$ cat src/rtl/cpu_pkg.sv
// Shared CPU front-end constants and the fetch-queue entry type.
// Used by fetch_queue and its storage sub-module fq_fifo.
package cpu_pkg;

  localparam int INSTR_W = 16;
  localparam int ADDR_W  = 16;

  localparam logic [ADDR_W-1:0] PC_INC = 16'd2;

  typedef struct packed {
    logic [ADDR_W-1:0]  pc;
    logic [INSTR_W-1:0] instr;
  } fetch_entry_t;

  // Sequential fetch address; wraps silently modulo 2^ADDR_W.
  function automatic logic [ADDR_W-1:0] next_pc(input logic [ADDR_W-1:0] pc);
    return pc + PC_INC;
  endfunction

endpackage

$ cat src/rtl/fq_fifo.sv
// Circular FIFO of fetch entries: pointers, occupancy count and entry array.
// push/pop qualification is done by the owner; flush clears all bookkeeping.
module fq_fifo
  import cpu_pkg::*;
#(
  parameter int DEPTH = 4
) (
  input  logic         clk,
  input  logic         rst,
  input  logic         flush,
  input  logic         push,
  input  logic         pop,
  input  fetch_entry_t wr_entry,
  output logic         full,
  output logic         head_valid,
  output fetch_entry_t head_entry
);

  localparam int PTR_W = $clog2(DEPTH);
  localparam int CNT_W = PTR_W + 1;

  localparam logic [PTR_W-1:0] PTR_ONE   = PTR_W'(1);
  localparam logic [CNT_W-1:0] CNT_ONE   = CNT_W'(1);
  localparam logic [CNT_W-1:0] DEPTH_CNT = CNT_W'(DEPTH);

  logic [PTR_W-1:0] wptr_q, wptr_d;
  logic [PTR_W-1:0] rptr_q, rptr_d;
  logic [CNT_W-1:0] count_q, count_d;

  fetch_entry_t mem_q [DEPTH];

  logic wr_en;

  assign wr_en      = push & ~flush;
  assign full       = (count_q == DEPTH_CNT);
  assign head_valid = (count_q != '0);
  assign head_entry = mem_q[rptr_q];

  always_comb begin
    // NOTE: every output of this block gets a default first, so no path
    // leaves it unassigned and no latch is inferred.
    wptr_d  = wptr_q;
    rptr_d  = rptr_q;
    count_d = count_q;
    if (flush) begin
      wptr_d  = '0;
      rptr_d  = '0;
      count_d = '0;
    end else begin
      // DEPTH is a power of two, so pointers wrap by plain overflow.
      if (push) wptr_d = wptr_q + PTR_ONE;
      if (pop)  rptr_d = rptr_q + PTR_ONE;
      unique case ({push, pop})
        2'b10:   count_d = count_q + CNT_ONE;
        2'b01:   count_d = count_q - CNT_ONE;
        default: count_d = count_q;
      endcase
    end
  end

  always_ff @(posedge clk or posedge rst) begin
    // NOTE: flops use non-blocking <= so every register samples the values
    // from before the edge, independent of statement order.
    if (rst) begin
      wptr_q  <= '0;
      rptr_q  <= '0;
      count_q <= '0;
    end else begin
      wptr_q  <= wptr_d;
      rptr_q  <= rptr_d;
      count_q <= count_d;
    end
  end

  // NOTE: the entry array is deliberately not reset; count_q gates every
  // read, so stale contents are never observable and the array can map to RAM.
  always_ff @(posedge clk) begin
    if (wr_en) mem_q[wptr_q] <= wr_entry;
  end

endmodule

$ cat src/rtl/fetch_queue.sv
// Instruction fetch queue: fetch_pc sequencing, redirect flush, head outputs.
// Define FETCH_QUEUE_PERF_EN to add saturating flush_count / stall_count ports.
module fetch_queue
  import cpu_pkg::*;
#(
  parameter int                DEPTH    = 4,
  parameter logic [ADDR_W-1:0] RESET_PC = 16'h0000
) (
  input  logic               clk,
  input  logic               rst,
  input  logic               redirect,
  input  logic [ADDR_W-1:0]  redirect_pc,
  input  logic               stall,
  output logic [ADDR_W-1:0]  im_addr,
  input  logic [INSTR_W-1:0] im_data,
  output logic               instr_valid,
  output logic [INSTR_W-1:0] instr_out,
  output logic [ADDR_W-1:0]  instr_pc
`ifdef FETCH_QUEUE_PERF_EN
  ,
  output logic [15:0]        flush_count,
  output logic [15:0]        stall_count
`endif
);

  logic [ADDR_W-1:0] fetch_pc_q, fetch_pc_d;

  logic         push;
  logic         pop;
  logic         full;
  logic         head_valid;
  fetch_entry_t head_entry;
  fetch_entry_t wr_entry;

  // Redirect wins over both ends; a full queue still accepts when the head leaves.
  assign pop      = head_valid & ~stall & ~redirect;
  assign push     = ~redirect & (~full | pop);
  assign wr_entry = '{pc: fetch_pc_q, instr: im_data};
  assign im_addr  = fetch_pc_q;

  always_comb begin
    fetch_pc_d = fetch_pc_q;
    if (redirect)  fetch_pc_d = redirect_pc;
    else if (push) fetch_pc_d = next_pc(fetch_pc_q);
  end

  always_ff @(posedge clk or posedge rst) begin
    if (rst) fetch_pc_q <= RESET_PC;
    else     fetch_pc_q <= fetch_pc_d;
  end

  fq_fifo #(
    .DEPTH (DEPTH)
  ) u_fifo (
    .clk        (clk),
    .rst        (rst),
    .flush      (redirect),
    .push       (push),
    .pop        (pop),
    .wr_entry   (wr_entry),
    .full       (full),
    .head_valid (head_valid),
    .head_entry (head_entry)
  );

  // Head outputs come only from stored entries, never from im_data.
  assign instr_valid = head_valid;
  assign instr_out   = head_valid ? head_entry.instr : '0;
  assign instr_pc    = head_valid ? head_entry.pc    : '0;

`ifdef FETCH_QUEUE_PERF_EN
  logic [15:0] flush_count_q, flush_count_d;
  logic [15:0] stall_count_q, stall_count_d;

  always_comb begin
    flush_count_d = flush_count_q;
    stall_count_d = stall_count_q;
    if (redirect && (flush_count_q != 16'hFFFF))
      flush_count_d = flush_count_q + 16'd1;
    if (head_valid && stall && (stall_count_q != 16'hFFFF))
      stall_count_d = stall_count_q + 16'd1;
  end

  always_ff @(posedge clk or posedge rst) begin
    if (rst) begin
      flush_count_q <= '0;
      stall_count_q <= '0;
    end else begin
      flush_count_q <= flush_count_d;
      stall_count_q <= stall_count_d;
    end
  end

  assign flush_count = flush_count_q;
  assign stall_count = stall_count_q;
`else
  // Performance counters are not built in this configuration.
`endif

endmodule

$ cat config.mk
export PLATFORM = sky130hd
export DESIGN_NAME = fetch_queue
export DESIGN_NICKNAME = d
export VERILOG_FILES = /design/src/rtl/cpu_pkg.sv /design/src/rtl/fq_fifo.sv /design/src/rtl/fetch_queue.sv
export SDC_FILE = /design/constraint.sdc
export NUM_CORES = 1
export LEC_CHECK = 0
export ABC_AREA = 1
export CAP_MARGIN = 0
export CORE_UTILIZATION = 59
export DETAILED_ROUTE_END_ITERATION = 16
export PLACE_DENSITY = 0.93
export SYNTH_ARGS = -nofsm -noshare
export SYNTH_HDL_FRONTEND = slang
export SYNTH_SLANG_ARGS = --single-unit
$ cat constraint.sdc
create_clock -name clk -period 3.5 [get_ports clk]
set_input_delay 0.35 -clock clk [delete_from_list [all_inputs] [get_ports clk]]
set_output_delay 0.35 -clock clk [all_outputs]
set_load 0.02 [all_outputs]
---- After elaboration in Yosys (flattened, before gate mapping) ----
Memory sizes are Yosys's and may differ from the RTL's.
Index checks and enable logic that the tools add are counted.
storage, ports and cells
  memory bits (writable) .................. 128
  word-level logic and storage cells ...... 37
  input port bits ......................... 36
  memories ................................ 1
  register bits after elaboration ......... 23
memory list
  memory        words  bits a word  rd ports  clocked after memory_dff  wr ports  line           RTL
  u_fifo.mem_q  4      32           1         0                         1         fq_fifo.sv:30  fetch_entry_t mem_q [DEPTH];
cells by class
  equality and inequality tests ........... 3
  bitwise gates (word level) .............. 8
  mux-type cells .......................... 12
  $add $sub $neg .......................... 5
  reduce and logical (&&, ||, !) cells .... 4
operators by type and width
  operator                                           number
  2-to-1 mux 16 bit                                  4
  adder 16 x 2 -> 16 bit (second input constant)     1
  2-to-1 mux 2 bit                                   4
  case mux 3 bit (2 select lines)                    1
  nonzero test 3 bit                                 2
  adder 2 x 1 -> 2 bit (second input constant)       2
  AND 1 bit                                          4
  nonzero test 2 bit                                 2
  adder 3 x 1 -> 3 bit (second input constant)       1
  == test 3 bit (second input constant)              1
  2-to-1 mux 3 bit                                   1
  NOT 1 bit                                          3
  subtractor 3 x 1 -> 3 bit (second input constant)  1
  == test 2 x 1 -> 1 bit (second input constant)     1
  == test 2 bit (second input constant)              1
  2-to-1 mux 1 bit                                   2
  OR 1 bit                                           1

---- Longest topological paths before layout ----
Gate-level depths: netlist of run 1.
  depth in word-level cells ............... 8
  mapped depth ............................ 10
  depth with buffers taken out ............ 10

---- Cells and area by module ----
Synthesis of run 1 repeated with hierarchy kept, for this count alone.
unflattened totals
  cell total of the unflattened synthesis .. 609
  area total of the unflattened synthesis .. 6630.1 µm²
by module, submodules not included
  module       cells each  area each (µm²)  instances
  fq_fifo      373         5193.7           1
  fetch_queue  236         1436.4           1

---- Worst setup path before layout of run 1 ----
No wires, ideal clock.
  path kind ............................... reg2reg
  start ................................... register u_fifo.count_q[0]
  end ..................................... memory u_fifo.mem_q[0][0] in the netlist's numbering (enable)
  path slack .............................. 1.446 ns
  data arrival time ....................... 1.668 ns
  library setup time ...................... 0.387 ns
  cell stages (with the launch flop) ...... 7
  required time ........................... 3.113 ns
  cells stage by stage .................... dfrtp_1 inv_1 ha_1 a31oi_1 buf_2 nand2_1 inv_1
between the ends
  longest elaborated chain between the ends .. 8
RTL lines
  what                                        line               RTL
  from (decl)                                 fq_fifo.sv:28      logic [CNT_W-1:0] count_q, count_d;
  from (signal assigned)                      fq_fifo.sv:71      count_q <= count_d;
  nonzero test 3 bit                          fq_fifo.sv:36      assign head_valid = (count_q != '0);
  AND 1 bit (2 in a row)                      fetch_queue.sv:36  assign pop = head_valid & ~stall & ~redirect;
  OR 1 bit (*)                                fetch_queue.sv:37  assign push = ~redirect & (~full | pop);
  AND 1 bit (*)                               fetch_queue.sv:37
  AND 1 bit (*)                               fq_fifo.sv:34      assign wr_en = push & ~flush;
  2-to-1 mux 1 bit (*)                        fq_fifo.sv:78      if (wr_en) mem_q[wptr_q] <= wr_entry;
  2-to-1 mux 1 bit (implied by the code) (*)  fq_fifo.sv:78
  to (decl)                                   fq_fifo.sv:30
Every way passes the cells marked *; elsewhere a longest branch is shown, timed or not.

---- Final worst setup path of run 1 ----
  start ................................... register u_fifo.rptr_q[0]
  end ..................................... output instr_pc[4]
between the ends
  longest elaborated chain between the ends .. 2
RTL lines
  what                      line               RTL
  from (decl)               fq_fifo.sv:27      logic [PTR_W-1:0] rptr_q, rptr_d;
  from (signal assigned)    fq_fifo.sv:70      rptr_q <= rptr_d;
  memory read (4 x 32 bit)  --
  2-to-1 mux 16 bit         fetch_queue.sv:69  assign instr_pc = head_valid ? head_entry.pc : '0;
  to (decl)                 fetch_queue.sv:18  output logic [ADDR_W-1:0] instr_pc
Every way passes these cells.

==> results of run 1 <==
[worst max-delay path: stages (launching register included)]
cell and delay (ns):
dfrtp_2 0.57, buf_4 0.52, nor2_1 0.10, nor2_1 0.12
o21ai_0 0.12, a21oi_1 0.25, clkdlybuf4s50_1 0.66
[cell usage after synthesis, types with 3 or more instances]
master and number:
nor2_4 4, o21ai_1 39, buf_2 10, nand3_1 18, o21ai_0 35, a31oi_1 3
nor2_1 134, ha_1 7, nand4_1 3, xor2_1 3, edfxtp_1 128, a21oi_1 36
nand2_2 4, buf_4 4, inv_2 6, buf_6 4, clkbuf_2 3, nand2_1 52
o211ai_1 3, dfrtp_1 23, clkbuf_1 8, a22oi_1 5, inv_1 24
[kinds of logic (layout without fill, tap and decap cells)]
group                      after synthesis  after routing  synth area share (%)
AOI/OAI and AO/OA                      125            125                  10.2
DFF                                    151            151                  68.8
xor gates and xnor gates                 5              5                 0.682
buffers and inverters                   59            155                  4.41
adders and majority gates                7              7                  1.36
and+or+nand+nor                        222            222                  14.5
[placed cells by master, fill, tap and decap left out]
cell	netlist	routed
o21ai_0	35	35
clkbuf_1	8	1
nor3_1	1	1
a22oi_1	5	5
inv_6	0	4
inv_2	6	6
xnor2_1	2	2
nor2_4	4	4
inv_1	24	24
o21ai_1	39	39
nand3_1	18	18
a21boi_1	1	1
o22ai_1	2	2
clkbuf_8	0	1
nand2_2	4	4
clkinv_1	0	2
edfxtp_1	128	128
o21bai_1	1	1
nand2_4	1	1
a31oi_1	3	3
nand2_1	52	52
clkinvlp_4	0	3
clkinv_4	0	2
clkdlybuf4s50_1	0	84
nor2_1	134	134
or2_2	2	2
a21oi_1	36	36
dfrtp_2	0	1
buf_4	4	9
nand3_2	1	1
nor2_2	2	2
nand4_1	3	3
dfrtp_1	23	22
clkbuf_16	0	16
bufinv_16	0	3
xor2_1	3	3
ha_1	7	7
o211ai_1	3	3
[worst paths after layout]
kind                            slack, ns  depth (start not counted)            endpoint               from
worst min register to register       0.59                          2   u_fifo.count_q[1]  u_fifo.count_q[1]
min in group clk                     0.40                          3          im_addr[9]     redirect_pc[9]
worst min-delay path                 0.34                          2          im_addr[7]                rst
worst max-delay path                 0.28                          6         instr_pc[4]   u_fifo.rptr_q[0]
max in group asynchronous            2.53                          2    u_fifo.rptr_q[0]                rst
worst max register to register       1.21                          6  u_fifo.mem_q[0][8]  u_fifo.count_q[0]
[layer usage]
layer	GRT usage [%]	vias to the layer above	part of all wire [%]
li1	-	2135	-
met1	33.1	2247	39
met2	49.6	266	52
met3	5.52	36	6.9
met4	10.2	0	1.9
met5	0	-	0
[area by class of cell]
type	instances	area [um2]	area share [%]
Tap cell	136	170	2.15
Timing Repair Buffer	93	908	11.5
Sequential cell	151	4420	55.8
Multi-Input combinational cell	359	1720	21.7
Inverter	30	113	1.42
Clock inverter	14	173	2.18
Clock buffer	18	418	5.28
[report_power, final]
group          leakage, nW  total [mW]  internal, mW  switching (mW)
Sequential            1.46        2.32          2.17           0.146
Combinational         1.21        1.90         0.735            1.17
Clock                0.278        1.80          1.09           0.710
[sequential cells by signal (all words and copies together) (netlist names)]
register,count
im_addr,16
u_fifo.count_q,3
u_fifo.mem_q,128
u_fifo.rptr_q,2
u_fifo.wptr_q,2
==> metrics.cfg, run 1 <==
[layout]
area_growth_pct=23.4
layout.cells.non_filler=801
antenna_cells=0
post-route-util_pct=76.0
nets=695
drive_gt1_share_pct=8.87
fin_area_um2=7920
fillCellCount=626

[floorplanning]
die_h_um=106
num_rows=37
die-width_um=106
initial_core_util_pct=61.6
core_area_um2=10400
ios=85
fp.dieArea_um2=11300

[global_route]
grt_overflow_total=0
grt_pass1_vias=4914
antenna_found_initial=0
grt_pass1_wl_mm=23.3
gr-usage-all-layers_pct=27.7
grt_max_degree=51

[timing]
setup_slack_ns=0.278
tns_ns=0
fin_crit_ns=3.22
slew_viol_final=0
finalHoldViolCount=0
rsz0062_at_grt=false
setup_viol=0
worstMarginPinSlew_ns=0.930
whs_ns=0.343
slew_headroom_pct=38.0
skew_ns=0.0103
post-route-period-util_pct=92.1
max_freq_mhz=310

[clocking]
post_cts_buffers=0
cts-hold-fix-buffers=0
cts_made_buffers=17
htreeDepth=4
cts_tree=done
cts.clk_slew.worst_paths_ns=0.06
root_buffer=clkbuf_8
clkLatencyLatePin_ns=0.52
post_cts_resized=0
cts_sinks=151
cts_buffer_depth=2

[synthesis]
synth_area_leaders=edfxtp_1 60%, dfrtp_1 9.0%, nor2_1 7.8%, o21ai_1 3.0%, nand2_1 3.0%
yosysTopAreaCell=edfxtp_1
syn-cell-area_um2=6420
async_flop_share_pct=15.2
syn-instance-count=569
syn-num-nets=612
yosys_warnings=0
ys_seq_area_share_pct=68.8
ys.flop_type=edfxtp_1
synthDistinctLibCells=32
synth_edf_count=128
synth.top_cell.area_share_pct=59.9
ys_ff_latch=151
avgSynthCellArea_um2=11.3

[drt]
dr_total_vias=4684
drc_errors=0
viasPerCell=5.85
drt_wl_total_mm=14.9
wire_per_inst_um=18.6
ant_nets=0
dr.pass1.iters=5
drt_iter0_drc=458

[power]
p_leak_nw=2.94
vdd_ir_drop_max_mv=0.506
powerDensity_nw_per_um2=760
power_mw=6.02

[placed_design]
pre_cts_slack_ns=0.743
io_buffers=84
gp_congestion=0.809
placed_area_um2=7330
dp_cells=769
place_hpwl_mm=8.70

[run]
drv_cap=0

[hold_path]
hp-class=input port to asynchronous set/reset pin

[worst_setup_path]
crit_type=flip-flop to output pin
worst_setup_path_start_kind=flip-flop
cp.required_ns=3.15
cp.arrival_ns=2.87
cp-end-kind=output pin
critPathMaxFanout=50

[outcome]
outcome=finished, final reports clean

(Power assumes the default switching activity.)
==> run 2: changes to the inputs <==
--- a/config.mk
+++ b/config.mk
@@ -9,6 +9,7 @@
 export CAP_MARGIN = 0
 export CORE_UTILIZATION = 59
 export DETAILED_ROUTE_END_ITERATION = 16
+export GPL_TIMING_DRIVEN = 0
 export PLACE_DENSITY = 0.93
 export SYNTH_ARGS = -nofsm -noshare
 export SYNTH_HDL_FRONTEND = slang
==> run 2 against run 1 <==
Net effect: clock-buffer cell count is 2 higher; sequential power hardly changed; clock power is 6% lower; sequential cell count stayed put; sequential share of layout area is 1.0 points lower; global-route usage is 1.3 points higher; final cell count is 2.9% higher.
==> metrics.cfg, run 2 (synthesized netlist as in run 1, its figures left out) <==
[outcome]
outcome=finished, final reports clean  ; unchanged

[worst_setup_path]
r2r_end=u_fifo.mem_q[2][2]  ; was u_fifo.mem_q[0][8]
worst_setup_path_start_kind=flip-flop  ; unchanged
cp.arrival_ns=2.79  ; was 2.87 ns
cp.required_ns=3.15  ; about the same
critPathMaxFanout=10  ; was 50
path_depth=7  ; was 6
path_cells=inv_1 -> ha_1 -> nand2_1 -> inv_2 -> clkbuf_1 -> a21oi_1 -> clkdlybuf4s50_1  ; was buf_4 -> nor2_1 -> nor2_1 -> o21ai_0 -> a21oi_1 -> clkdlybuf4s50_1
crit_slowest_cell=clkdlybuf4s50_1  ; unchanged
slowest_delay_ns=0.58  ; was 0.66 ns
cp-end-kind=output pin  ; unchanged
worst_r2r_path_depth=6  ; unchanged
crit_family=buffers and inverters  ; unchanged
r2r_slack_ns=0.72  ; was 1.21 ns
crit_type=flip-flop to output pin  ; unchanged
path_buf_inv=4  ; was 2
r2r-start=u_fifo.count_q[0]  ; unchanged

[clocking]
post_cts_buffers=0  ; unchanged
cts_buffer_depth=2  ; unchanged
cts_tree=done  ; unchanged
cts_sinks=151  ; unchanged
htreeDepth=4  ; unchanged
cts_made_buffers=17  ; unchanged
cts-hold-fix-buffers=0  ; unchanged
post_cts_resized=0  ; unchanged
clkLatencyLatePin_ns=0.53  ; was 0.52 ns
root_buffer=clkbuf_8  ; unchanged
cts.clk_slew.worst_paths_ns=0.07  ; was 0.06 ns

[power]
pwr-share-seq_pct=37.9  ; was 38.4%
pwr-share-comb_pct=34.2  ; was 31.6%
switching_share_pct=35.1  ; was 33.6%
p_clk_share_pct=27.9  ; was 29.9%
p_sw_mw=2.13  ; was 2.03 mW
p_int_mw=3.94  ; was 4.00 mW
p_leak_nw=3.01  ; was 2.94 nW
vdd_ir_drop_max_mv=0.441  ; was 0.506 mV
powerDensity_nw_per_um2=754  ; was 760 nW/um2

[timing]
rsz0062_at_grt=false  ; unchanged
slew_viol_final=0  ; unchanged
fin_crit_ns=3.14  ; was 3.22 ns
finalHoldViolCount=0  ; unchanged
tns_ns=0  ; unchanged
skew_ns=0.00958  ; was 0.0103 ns
max_freq_mhz=319  ; was 310 MHz
setup_viol=0  ; unchanged
worstMarginPinSlew_ns=1.28  ; was 0.930 ns
post-route-period-util_pct=89.6  ; was 92.1%
whs_ns=0.313  ; was 0.343 ns
slew_headroom_pct=13.8  ; was 38.0%

[layout]
antenna_cells=0  ; unchanged
largest_reg_flops=128  ; unchanged
area_growth_pct=25.6  ; was 23.4%
nets=718  ; was 695
drive_gt1_share_pct=10.9  ; was 8.87%
fillCellCount=561  ; was 626
layout_common_cells=134 x nor2_1, 128 x edfxtp_1, 84 x clkdlybuf4s50_1  ; unchanged
final_common_cell=nor2_1  ; unchanged
regMostFlops=u_fifo.mem_q  ; unchanged

[drt]
ant_nets=0  ; unchanged
viasPerCell=5.98  ; was 5.85
drc_errors=0  ; unchanged
drt_wl_total_mm=16.0  ; was 14.9 mm
dr_total_vias=4926  ; was 4684
drt_iter0_drc=577  ; was 458
wire_per_inst_um=19.5  ; was 18.6 um
dr.pass1.iters=6  ; was 5

[global_route]
grt_max_degree=33  ; was 51
grt_pass1_vias=4920  ; was 4914
antenna_found_initial=0  ; unchanged
grt_pass1_wl_mm=24.1  ; was 23.3 mm
gr-usage-all-layers_pct=29.0  ; was 27.7%
grt_overflow_total=0  ; unchanged

[floorplanning]
fp.dieArea_um2=11300  ; unchanged
ios=85  ; unchanged
core_area_um2=10400  ; unchanged
die_h_um=106  ; unchanged
initial_core_util_pct=61.6  ; unchanged
num_rows=37  ; unchanged
die-width_um=106  ; unchanged

[placed_design]
gp_congestion=0.867  ; was 0.809
place_hpwl_mm=9.25  ; was 8.70 mm
io_buffers=84  ; unchanged

[run]
drv_cap=0  ; unchanged

[hold_path]
hp-class=input port to asynchronous set/reset pin  ; unchanged

==> run 2: layout make-up <==
type                       instances  area, um2  share of cell area (%)
sequential                       151       4420                    54.8
multi-input combinational        359       1720                    21.3
timing repair buffer              87        916                    11.4
clock buffer                      20        468                    5.80
buffer                            29        170                    2.11
tap                              136        170                    2.11
inverter                          30        113                    1.40
clock inverter                    12       90.1                    1.12
==> run 2: worst reg2reg max path: cells and delay by family (launching register included) <==
kind / cells / cell delay [ns]
AOI/OAI and AO/OA: 1 / 0.11
and+or+nand+nor: 1 / 0.10
DFF: 1 / 0.40
adders and majority gates: 1 / 0.22
buffers and inverters: 3 / 1.30
==> run 2: worst max-delay path by stage <==
stage | start | end | slack, ns
2_1_floorplan | u_fifo.count_q[0] | u_fifo.mem_q[0][0] | 1.45
4_1_cts | u_fifo.count_q[0] | instr_pc[4] | 0.44
3_3_place_gp | redirect | u_fifo.mem_q[3][5] | 0.63
6_report | u_fifo.count_q[0] | instr_pc[4] | 0.36
3_5_place_dp | redirect | u_fifo.mem_q[3][5] | 0.49
5_1_grt | u_fifo.count_q[0] | instr_pc[4] | 0.30
==> run 2: power groups by stage <==
stage	Clock (mW)	Combinational, mW	Sequential (mW)
floorplan	0	1.10	2.32
global placement	0	1.93	2.31
detailed placement	0	1.98	2.33
CTS	1.69	2.03	2.30
global route	1.77	2.21	2.31
finish	1.69	2.08	2.30
==> run 2: metal layers <==
metal / GRT usage (%) / vias to the layer above / wire (um)
met3: 5.40 / 57 / 1280
met5: 0 / - / 0
met1: 35.4 / 2354 / 6010
li1: - / 2186 / -
met2: 48.7 / 329 / 8220
met4: 16.6 / 0 / 541
==> run 2: per-stage QoR <==
stage	setup slack, ns	util (%)	std cells	power (mW)	cell area [um2]
global placement	0.633	71.3	789	4.24	7430
global route	0.305	77.4	824	6.30	8060
detailed placement	0.487	71.3	789	4.31	7430
finish	0.364	77.4	824	6.08	8060
CTS	0.444	76.7	821	6.01	7990
floorplan	1.45	-	569	3.42	6420
